===== config.mk =====
export PLATFORM = sky130hd
export DESIGN_NAME = fejkon_pcie_mem_access
export DESIGN_NICKNAME = d
export VERILOG_FILES = /design/src/rtl/fejkon_mem_access_pkg.sv /design/src/rtl/fejkon_mem_access_timeout.sv /design/src/rtl/fejkon_pcie_mem_access.sv
export SDC_FILE = /design/constraint.sdc
export NUM_CORES = 1
export LEC_CHECK = 0
export CAP_MARGIN = 40
export CORE_AREA = 2 2 143 145
export CTS_CLUSTER_DIAMETER = 60
export DETAILED_ROUTE_END_ITERATION = 8
export DIE_AREA = 0 0 145 147
export PLACE_DENSITY = 0.83
export SYNTH_ARGS = -nofsm -noshare
export SYNTH_HDL_FRONTEND = slang
export SYNTH_SLANG_ARGS = --single-unit

===== constraint.sdc =====
create_clock -name clk -period 2.4 [get_ports clk]
set_clock_uncertainty 0.2 [all_clocks]
set_input_delay 0.24 -clock clk [delete_from_list [all_inputs] [get_ports clk]]
set_output_delay 0.24 -clock clk [all_outputs]
set_load 0.02 [all_outputs]

===== src/rtl/fejkon_mem_access_pkg.sv =====
// Shared definitions for the PCIe memory-access bridge: record field offsets,
// completion status and FSM state encodings, and the completion packer.
package fejkon_mem_access_pkg;

    localparam int REQ_ADDR_LSB   = 0;
    localparam int REQ_WDATA_LSB  = 64;
    localparam int REQ_TAG_LSB    = 96;
    localparam int REQ_RID_LSB    = 104;
    localparam int REQ_BE_LSB     = 120;
    localparam int REQ_IS_WRITE   = 124;
    localparam int TAG_W          = 8;
    localparam int RID_W          = 16;
    localparam int LOADDR_W       = 7;

    localparam logic [31:0] DATA_ERR = 32'hFFFF_FFFF;

    typedef enum logic [1:0] {
        ST_OK      = 2'b00,
        ST_UR      = 2'b01,
        ST_TIMEOUT = 2'b10,
        ST_RSVD    = 2'b11
    } status_e;

    typedef enum logic [1:0] {
        S_IDLE,
        S_CMD,
        S_WAIT_RD,
        S_RESP
    } state_e;

    // Completion layout: bit 63 and [127:66] are always zero.
    function automatic logic [127:0] make_resp(input logic [31:0]       data,
                                               input logic [TAG_W-1:0]  tag,
                                               input logic [RID_W-1:0]  rid,
                                               input logic [LOADDR_W-1:0] lo_addr,
                                               input status_e           st);
        return {62'b0, st, 1'b0, lo_addr, rid, tag, data};
    endfunction

    function automatic logic [15:0] sat_inc(input logic [15:0] v);
        return (v == 16'hFFFF) ? v : v + 16'd1;
    endfunction

endpackage


===== src/rtl/fejkon_mem_access_timeout.sv =====
// Bus-timeout down-counter: loaded on command issue, decrements while the
// bridge is busy, and flags expiry at terminal count zero.
module fejkon_mem_access_timeout #(
    parameter int TIMEOUT_CYCLES = 1024
) (
    input  logic clk,
    input  logic reset_n,
    input  logic i_load,
    input  logic i_run,
    output logic o_expired
);

    localparam logic [15:0] LOAD_VAL = 16'(TIMEOUT_CYCLES - 1);

    logic [15:0] r_count;

    always_ff @(posedge clk or negedge reset_n) begin
        if (!reset_n) begin
            r_count <= 16'd0;
        end else if (i_load) begin
            r_count <= LOAD_VAL;
        end else if (i_run && (r_count != 16'd0)) begin
            r_count <= r_count - 16'd1;
        end
    end

    // Loaded with N-1 so expiry fires on the N-th busy cycle.
    assign o_expired = i_run && (r_count == 16'd0);

endmodule


===== src/rtl/fejkon_pcie_mem_access.sv =====
// Bridges TLP memory requests to a single-word Avalon-MM master and returns
// read completions. Optional bus timeout: FEJKON_MEM_ACCESS_TIMEOUT_EN.
//
// state     | meaning
// S_IDLE    | req_ready high, waiting for a request
// S_CMD     | avm_read/avm_write asserted until waitrequest drops
// S_WAIT_RD | read accepted by slave, waiting for readdatavalid
// S_RESP    | resp_valid high, holding completion until resp_ready
module fejkon_pcie_mem_access
    import fejkon_mem_access_pkg::*;
#(
    parameter int AVM_ADDR_W     = 16,
    parameter int TIMEOUT_CYCLES = 1024
) (
    input  logic                  clk,
    input  logic                  reset_n,
    input  logic [127:0]          req_data,
    input  logic                  req_valid,
    output logic                  req_ready,
    output logic [127:0]          resp_data,
    output logic                  resp_valid,
    input  logic                  resp_ready,
    output logic [AVM_ADDR_W-1:0] avm_address,
    output logic                  avm_read,
    output logic                  avm_write,
    output logic [31:0]           avm_writedata,
    output logic [3:0]            avm_byteenable,
    input  logic                  avm_waitrequest,
    input  logic [31:0]           avm_readdata,
    input  logic                  avm_readdatavalid,
    input  logic [1:0]            avm_response,
    output logic [15:0]           stat_dropped
);

    state_e                r_state;
    logic                  r_req_ready;
    logic                  r_resp_valid;
    logic [127:0]          r_resp_data;
    logic [AVM_ADDR_W-1:0] r_avm_address;
    logic                  r_avm_read;
    logic                  r_avm_write;
    logic [31:0]           r_avm_writedata;
    logic [3:0]            r_avm_byteenable;
    logic [15:0]           r_stat_dropped;
    logic [TAG_W-1:0]      r_tag;
    logic [RID_W-1:0]      r_rid;
    logic [LOADDR_W-1:0]   r_lo_addr;

    logic [63:0]           w_addr;
    logic                  w_is_write;
    logic                  w_accept;
    logic                  w_out_of_range;
    logic                  w_rdv;
    logic                  w_expired;
    logic [2:0]            w_unused_rsvd;

    assign w_addr         = req_data[REQ_ADDR_LSB +: 64];
    assign w_is_write     = req_data[REQ_IS_WRITE];
    assign w_accept       = req_valid && r_req_ready;
    assign w_out_of_range = |w_addr[63:AVM_ADDR_W];
    assign w_unused_rsvd  = req_data[127:125];

`ifdef FEJKON_MEM_ACCESS_TIMEOUT_EN
    logic r_stale;

    fejkon_mem_access_timeout #(
        .TIMEOUT_CYCLES (TIMEOUT_CYCLES)
    ) u_timeout (
        .clk       (clk),
        .reset_n   (reset_n),
        .i_load    (w_accept && !w_out_of_range),
        .i_run     ((r_state == S_CMD) || (r_state == S_WAIT_RD)),
        .o_expired (w_expired)
    );

    // A read abandoned by timeout may still return data later; swallow it once.
    always_ff @(posedge clk or negedge reset_n) begin
        if (!reset_n) begin
            r_stale <= 1'b0;
        end else if ((r_state == S_WAIT_RD) && w_expired && !w_rdv) begin
            r_stale <= 1'b1;
        end else if (avm_readdatavalid) begin
            r_stale <= 1'b0;
        end
    end

    assign w_rdv = avm_readdatavalid && !r_stale;
`else
    logic [15:0] w_unused_cfg;
    assign w_unused_cfg = 16'(TIMEOUT_CYCLES);
    assign w_expired    = 1'b0;
    assign w_rdv        = avm_readdatavalid;
`endif

    always_ff @(posedge clk or negedge reset_n) begin
        if (!reset_n) begin
            r_state          <= S_IDLE;
            r_req_ready      <= 1'b0;
            r_resp_valid     <= 1'b0;
            r_resp_data      <= '0;
            r_avm_address    <= '0;
            r_avm_read       <= 1'b0;
            r_avm_write      <= 1'b0;
            r_avm_writedata  <= '0;
            r_avm_byteenable <= '0;
            r_stat_dropped   <= '0;
            r_tag            <= '0;
            r_rid            <= '0;
            r_lo_addr        <= '0;
        end else begin
            case (r_state)
                S_IDLE: begin
                    r_req_ready <= 1'b1;
                    if (w_accept) begin
                        r_tag     <= req_data[REQ_TAG_LSB +: TAG_W];
                        r_rid     <= req_data[REQ_RID_LSB +: RID_W];
                        r_lo_addr <= w_addr[LOADDR_W-1:0];
                        if (!w_out_of_range) begin
                            r_avm_address    <= {w_addr[AVM_ADDR_W-1:2], 2'b00};
                            r_avm_read       <= !w_is_write;
                            r_avm_write      <= w_is_write;
                            r_avm_writedata  <= req_data[REQ_WDATA_LSB +: 32];
                            r_avm_byteenable <= req_data[REQ_BE_LSB +: 4];
                            r_req_ready      <= 1'b0;
                            r_state          <= S_CMD;
                        end else if (w_is_write) begin
                            r_stat_dropped <= sat_inc(r_stat_dropped);
                        end else begin
                            r_resp_data  <= make_resp(DATA_ERR,
                                                      req_data[REQ_TAG_LSB +: TAG_W],
                                                      req_data[REQ_RID_LSB +: RID_W],
                                                      w_addr[LOADDR_W-1:0], ST_UR);
                            r_resp_valid <= 1'b1;
                            r_req_ready  <= 1'b0;
                            r_state      <= S_RESP;
                        end
                    end
                end
                S_CMD: begin
                    if (!avm_waitrequest) begin
                        r_avm_read  <= 1'b0;
                        r_avm_write <= 1'b0;
                        if (r_avm_write) begin
                            r_req_ready <= 1'b1;
                            r_state     <= S_IDLE;
                        end else begin
                            r_state <= S_WAIT_RD;
                        end
                    end else if (w_expired) begin
                        r_avm_read  <= 1'b0;
                        r_avm_write <= 1'b0;
                        if (r_avm_write) begin
                            r_stat_dropped <= sat_inc(r_stat_dropped);
                            r_req_ready    <= 1'b1;
                            r_state        <= S_IDLE;
                        end else begin
                            r_resp_data  <= make_resp(DATA_ERR, r_tag, r_rid, r_lo_addr, ST_TIMEOUT);
                            r_resp_valid <= 1'b1;
                            r_state      <= S_RESP;
                        end
                    end
                end
                S_WAIT_RD: begin
                    if (w_rdv) begin
                        r_resp_data  <= make_resp(avm_readdata, r_tag, r_rid, r_lo_addr,
                                                  (avm_response == 2'b00) ? ST_OK : ST_UR);
                        r_resp_valid <= 1'b1;
                        r_state      <= S_RESP;
                    end else if (w_expired) begin
                        r_resp_data  <= make_resp(DATA_ERR, r_tag, r_rid, r_lo_addr, ST_TIMEOUT);
                        r_resp_valid <= 1'b1;
                        r_state      <= S_RESP;
                    end
                end
                S_RESP: begin
                    if (resp_ready) begin
                        r_resp_valid <= 1'b0;
                        r_req_ready  <= 1'b1;
                        r_state      <= S_IDLE;
                    end
                end
                default: r_state <= S_IDLE;
            endcase
        end
    end

    assign req_ready      = r_req_ready;
    assign resp_valid     = r_resp_valid;
    assign resp_data      = r_resp_data;
    assign avm_address    = r_avm_address;
    assign avm_read       = r_avm_read;
    assign avm_write      = r_avm_write;
    assign avm_writedata  = r_avm_writedata;
    assign avm_byteenable = r_avm_byteenable;
    assign stat_dropped   = r_stat_dropped;

endmodule


# ---- Word-level counts from Yosys, hierarchy flattened
# Cells that the tools add are included.
dict set report totals {
  out_inout_bits 200
  reg_bits 231
  input_bits 168
}
dict set report classes {
  n_addsub 1
  muxes 34
  bitwise 3
  reduce_logical 16
  eq_ne 13
}
# operator count
set op_table {}
lappend op_table {{128-bit 2-to-1 mux} 4}
lappend op_table {{128-bit case mux with 2 select lines} 1}
lappend op_table {{48-bit OR reduction} 1}
lappend op_table {{1-bit 2-to-1 mux} 17}
lappend op_table {{16-bit by 1-bit adder with 16-bit output (second input constant)} 1}
lappend op_table {{16-bit == test (second input constant)} 1}
lappend op_table {{2-bit inequality test (second input constant)} 8}
lappend op_table {{5-bit AND reduction} 3}
lappend op_table {{2-bit 2-to-1 mux} 7}
lappend op_table {{2-bit case mux with 4 select lines} 1}
lappend op_table {{4-bit AND reduction} 2}
lappend op_table {{1-bit case mux with 3 select lines} 2}
lappend op_table {{6-bit AND reduction} 1}
lappend op_table {{2-bit == test (second input constant)} 2}
lappend op_table {{2-bit zero test} 2}
lappend op_table {{1-bit case mux with 2 select lines} 2}
lappend op_table {{2-bit nonzero test} 2}
lappend op_table {{3-bit inequality test (second input constant)} 1}
lappend op_table {{1-bit inverter} 3}
lappend op_table {{3-bit AND reduction} 1}
lappend op_table {{3-bit nonzero test} 1}
lappend op_table {{2-bit by 1-bit == test with 1-bit output (second input constant)} 1}
lappend op_table {{2-bit AND reduction} 1}
lappend op_table {{1-bit logical AND} 1}
lappend op_table {{1-bit zero test} 1}

# ---- Depth between registers and ports, before layout
dict set report logic_depth {
  ltp_word 4
  depth_mapped 7
  ltp_nobuf 6
}

# ---- Worst setup path after synthesis
# OpenSTA, ideal clock, no wires.
dict set report synth_path {
  path_kind {reg2reg}
  startpoint {register r_stat_dropped[0] (netlist: stat_dropped[0])}
  endpoint {register r_stat_dropped[1] (netlist: stat_dropped[1])}
  stages_incl_launch_ff 7
  setup_time_ns 0.125
  setup_slack_ns 0.102
  t_arrival_ns 1.974
  required_ns 2.075
  cell_sequence {dfrtp_1 ha_1 nand3_1 nor4_1 nor2_2 nand2_1 mux2_2}
}
dict set report synth_between {
  elab_chain_cells 3
  word_cells_on_any_way 4
  cone_classes {1 x add/sub; 1 x eq/ne; 1 x bitwise; 1 x reduce/logical}
}
# element line
set synth_lines {}
lappend synth_lines {{from (decl)} fejkon_pcie_mem_access.sv:44} ;# logic [15:0] r_stat_dropped;
lappend synth_lines {{from (signal assigned)} fejkon_pcie_mem_access.sv:127} ;# r_stat_dropped <= sat_inc(r_stat_dropped);
lappend synth_lines {{from (signal assigned)} fejkon_pcie_mem_access.sv:153} ;# r_stat_dropped <= sat_inc(r_stat_dropped);
lappend synth_lines {{parallel branches: the longest is 3 deep, another holds 16-bit by 1-bit adder with 16-bit output} --}
# Parallel ways; which one is timed is not known.
# A chain may end at the register's enable or synchronous reset.

# ---- Final worst setup path
dict set report layout_path {
  startpoint {input port req_data[31]}
  endpoint {register r_avm_address[11] (netlist: avm_address[11])}
}
dict set report layout_between {
  elab_chain_cells 3
}
# element line
set layout_lines {}
lappend layout_lines {{from (decl)} fejkon_pcie_mem_access.sv:17} ;# input logic [127:0] req_data,
lappend layout_lines {{48-bit OR reduction} fejkon_pcie_mem_access.sv:60} ;# assign w_out_of_range = |w_addr[63:AVM_ADDR_W];
lappend layout_lines {{1-bit inverter (no source line)} --}
lappend layout_lines {{3-bit AND reduction (no source line)} --}
lappend layout_lines {{to (signal assigned)} fejkon_pcie_mem_access.sv:119} ;# r_avm_address <= {w_addr[AVM_ADDR_W-1:2], 2'b00};
lappend layout_lines {{to (decl)} fejkon_pcie_mem_access.sv:39} ;# logic [AVM_ADDR_W-1:0] r_avm_address;
# No other way between the ends.

==> summary.txt <==
Layout
  • Antenna cells: 0
  • Fin nets: 1,130
  • Post-route insts no fill: about 1,200
  • Fin util: 57.3%
  • Post-route cell area: 11,400 µm²
  • Area growth from synthesis to layout: 54.6%
  • Fraction of layout cells with a size suffix above 1: 8.52%

Synth
  • Post-synthesis cell count: 645
  • Post-synth top area cell: dfrtp_1
  • Area of the mapped netlist: 7350 µm²
  • Avg Cell Area, Syn: around 11 µm²
  • Yosys top cell area share: a little under three fifths
  • Post-synthesis sequential area ratio: 56.9%
  • Largest cells by area after synthesis: dfrtp_1 57%, mux2_1 7.7%, nand2_1 6.8%, buf_4 6.7%, mux2i_1 4.2%
  • Top FF cell, synth: dfrtp_1
  • Seq cells post-synth: 167
  • Post-synth EDFFs: 0
  • Cell variety after synth: 40
  • FFs w/ async S/R, synth: between 90% and 100%
  • Synthesis Warnings: 0

Route
  • Drt wl/cell: about 17 µm
  • WL final: between 20 and 25 mm
  • Initial detailed-routing violation count: 244
  • Iteration count of the initial detailed-routing pass: 5
  • Via count: 5,835
  • Drt via density: 4.69
  • DRC violations left: 0
  • ANT nets after route: 0

Placement
  • Placed Cells: 1,207
  • Port Buf Inserts: roughly 300
  • Area after DPL: about 11,000 µm²
  • Final Wtd Congestion: 0.806
  • HPWL after detailed placement: 15.9 mm

Power and ir drop
  • Pwr Density: 991 nW/µm²
  • Worst vdd ir: 677 µV
  • P_leak: just over 0.005 µW

Floorplan
  • I/O pin count: 368
  • Die Y-Extent: 147 µm
  • Cell row count: 52
  • Die area: around 21,000 µm²
  • Starting Density: 37.0%
  • Core area: 19,800 µm²
  • Die Wd: 145 µm

Min path
  • Worst Hold Class: primary input to asynchronous set/reset pin

Timing
  • Setup repair after global routing missed its margin: true
  • Final worst slack: -0.0657 ns
  • Final setup fails: 45
  • Clock period minus worst slack: between 2 and 2.5 ns
  • Slew Viols, Final: 0
  • Final hold violations: 0
  • Period utilization: 103%
  • Max Fclk: 406 MHz

Clock tree
  • Max Root-Sink Buffers: 2
  • Root Buffer: clkbuf_16
  • H-tree depth: 4
  • TritonCTS clock tree: built
  • CTS clock-pin slew for the worst setup and hold paths: 0.07 ns
  • Clock Sink Count: 167
  • Worst-skew pair later-pin latency: 0.42 ns
  • Total CTS buffers: 17

Critical path
  • CP Launch Point: req_data[31]
  • Crit Path Max Fanout: 20
  • Setup Crit Path Kind: primary input to flop
  • Crit start category: primary input
  • Crit path required time: 2.50 ns
  • Cell depth of the worst flop-to-flop path: 6
  • Worst path arrival time: 2.57 ns
  • CP Capture Type: flop
  • Launching point of the worst reg2reg path: stat_dropped[0]$_DFFE_PN0P_

GRT
  • First-pass GRT wire length: 33.4 mm
  • Largest net degree at the start of global routing: 63
  • Initial antenna violation count: 0
  • GR Overflow Total: 0
  • Vias in the first global route: 5,905
  • GR Util All Layers: between 10% and 20%

Run status
  • Status: finished with violations
  • Failing checks: negative setup slack

Flow run
  • Max-cap violations: 0
## layout by cell type (no fill, tap or decap), types with 2 or more instances in the layout
master	Yosys	routed
clkdlybuf4s50_1	0	292
dfrtp_1	167	167
nand2_1	134	134
conb_1	1	66
mux2_1	50	48
o22a_1	32	32
mux2i_1	31	31
o21ai_0	31	31
buf_4	66	21
clkbuf_16	0	20
xnor2_1	15	15
nand4_1	12	12
nand3_1	12	11
nor2_1	8	8
nor4_1	15	8
nor4_2	0	7
buf_12	0	7
a21oi_1	5	5
inv_1	5	5
dlymetal6s2s_1	0	5
inv_6	0	4
and3_1	3	3
clkinvlp_4	0	3
bufinv_16	0	3
mux2_4	0	2
a211o_1	2	2
a21o_1	2	2
nor3_1	2	2
clkinv_4	0	2
inv_8	0	2
buf_6	8	2
## timing repair
| action | 4_1_cts | 5_1_grt |
|---|---|---|
| pin swaps | 0 | 3 |
| hold endpoints to repair | 144 | 0 |
| resized for setup | 2 | 15 |
| cloned | 0 | 3 |
| hold buffers | 1 | 0 |
| buffers inserted | 0 | 1 |
| setup endpoints to repair | 73 | 89 |
## area by class of cell
class	count	area, µm²
Timing Repair Buffer	331	3390
Inverter	5	18.8
Multi-Input combinational cell	439	2810
Clock buffer	18	439
Sequential cell	167	4180
Clock inverter	14	188
Fill cell	1685	8480
Tap cell	270	338
## flip-flops by register name, summed over array words and instances (netlist names)
| name | cells |
|---|---|
| avm_byteenable | 4 |
| r_state | 2 |
| req_ready | 1 |
| r_lo_addr | 7 |
| r_tag | 8 |
| r_rid | 16 |
| stat_dropped | 16 |
| avm_address | 14 |
| resp_valid | 1 |
| resp_data | 64 |
| avm_read | 1 |
| avm_writedata | 32 |
| avm_write | 1 |
## kinds of logic after synthesis
logic type      after synthesis  synth area share, %
compound gates               80                 7.71
xor+xnor                     15                 1.79
fa+ha+maj                     1                0.170
buf+inv                     104                 9.59
flops                       167                 56.9
mux                          82                 12.0
other cells                   1               0.0510
simple gates                195                 11.8
## worst max-delay path, stage by stage
cell	delay, ns
clkdlybuf4s50_1	0.44
nor4_1	0.36
nand4_1	0.26
or3_4	0.45
nor2_4	0.13
buf_12	0.13
clkbuf_16	0.20
mux2_1	0.34
## power breakdown
| group | switching [µW] | internal, µW | leakage (µW) |
|---|---|---|---|
| sequential | 491 | 3600 | 0.00210 |
| clock | 1220 | 1700 | 0.000298 |
| combinational | 2190 | 2070 | 0.00277 |
## synth_stat cells (all sizes together), types with 3 or more instances
cell,number
mux2,51
nand4,12
dfrtp,167
buf,79
nand3,12
nor2,10
and3,3
clkbuf,20
nor4,15
nand2,134
o21ai,32
xnor2,15
o22a,32
a21oi,5
mux2i,31
inv,5
## per-layer routing
layer  up-vias  share of wire [%]  global-route usage, %
li1       2712                  -                      -
met1      2873                 40                   24.5
met2       226                 51                   34.2
met3        24                6.5                   6.24
met4         0                1.5                   5.15
met5         -                  0                      0
## final timing paths
path / end / slack, ns
min in group clk: r_rid[10]$_DFFE_PN0P_ / 0.17
hold reg to reg: r_tag[7]$_DFFE_PN0P_ / 0.28
hold / removal: stat_dropped[12]$_DFFE_PN0P_ / 0.12
setup / recovery: avm_address[11]$_DFFE_PN0P_ / -0.07
max in group asynchronous: avm_address[4]$_DFFE_PN0P_ / 1.18
setup reg to reg: stat_dropped[1]$_DFFE_PN0P_ / 0.15
## metrics by stage
step           power, µW  hold WS (ns)  TNS, ns  worst slack (ns)
6_report           11300         0.122    -1.16           -0.0657
5_1_grt            11900         0.156    -1.61           -0.0696
4_1_cts            11300         0.122        0          0.000315
3_5_place_dp        8380       0.00952   -52.79            -0.500
3_3_place_gp        8250        0.0107   -45.86            -0.438
2_1_floorplan       6410        -0.256        0             0.102
No activity file was read; power rests on OpenSTA's default activity.
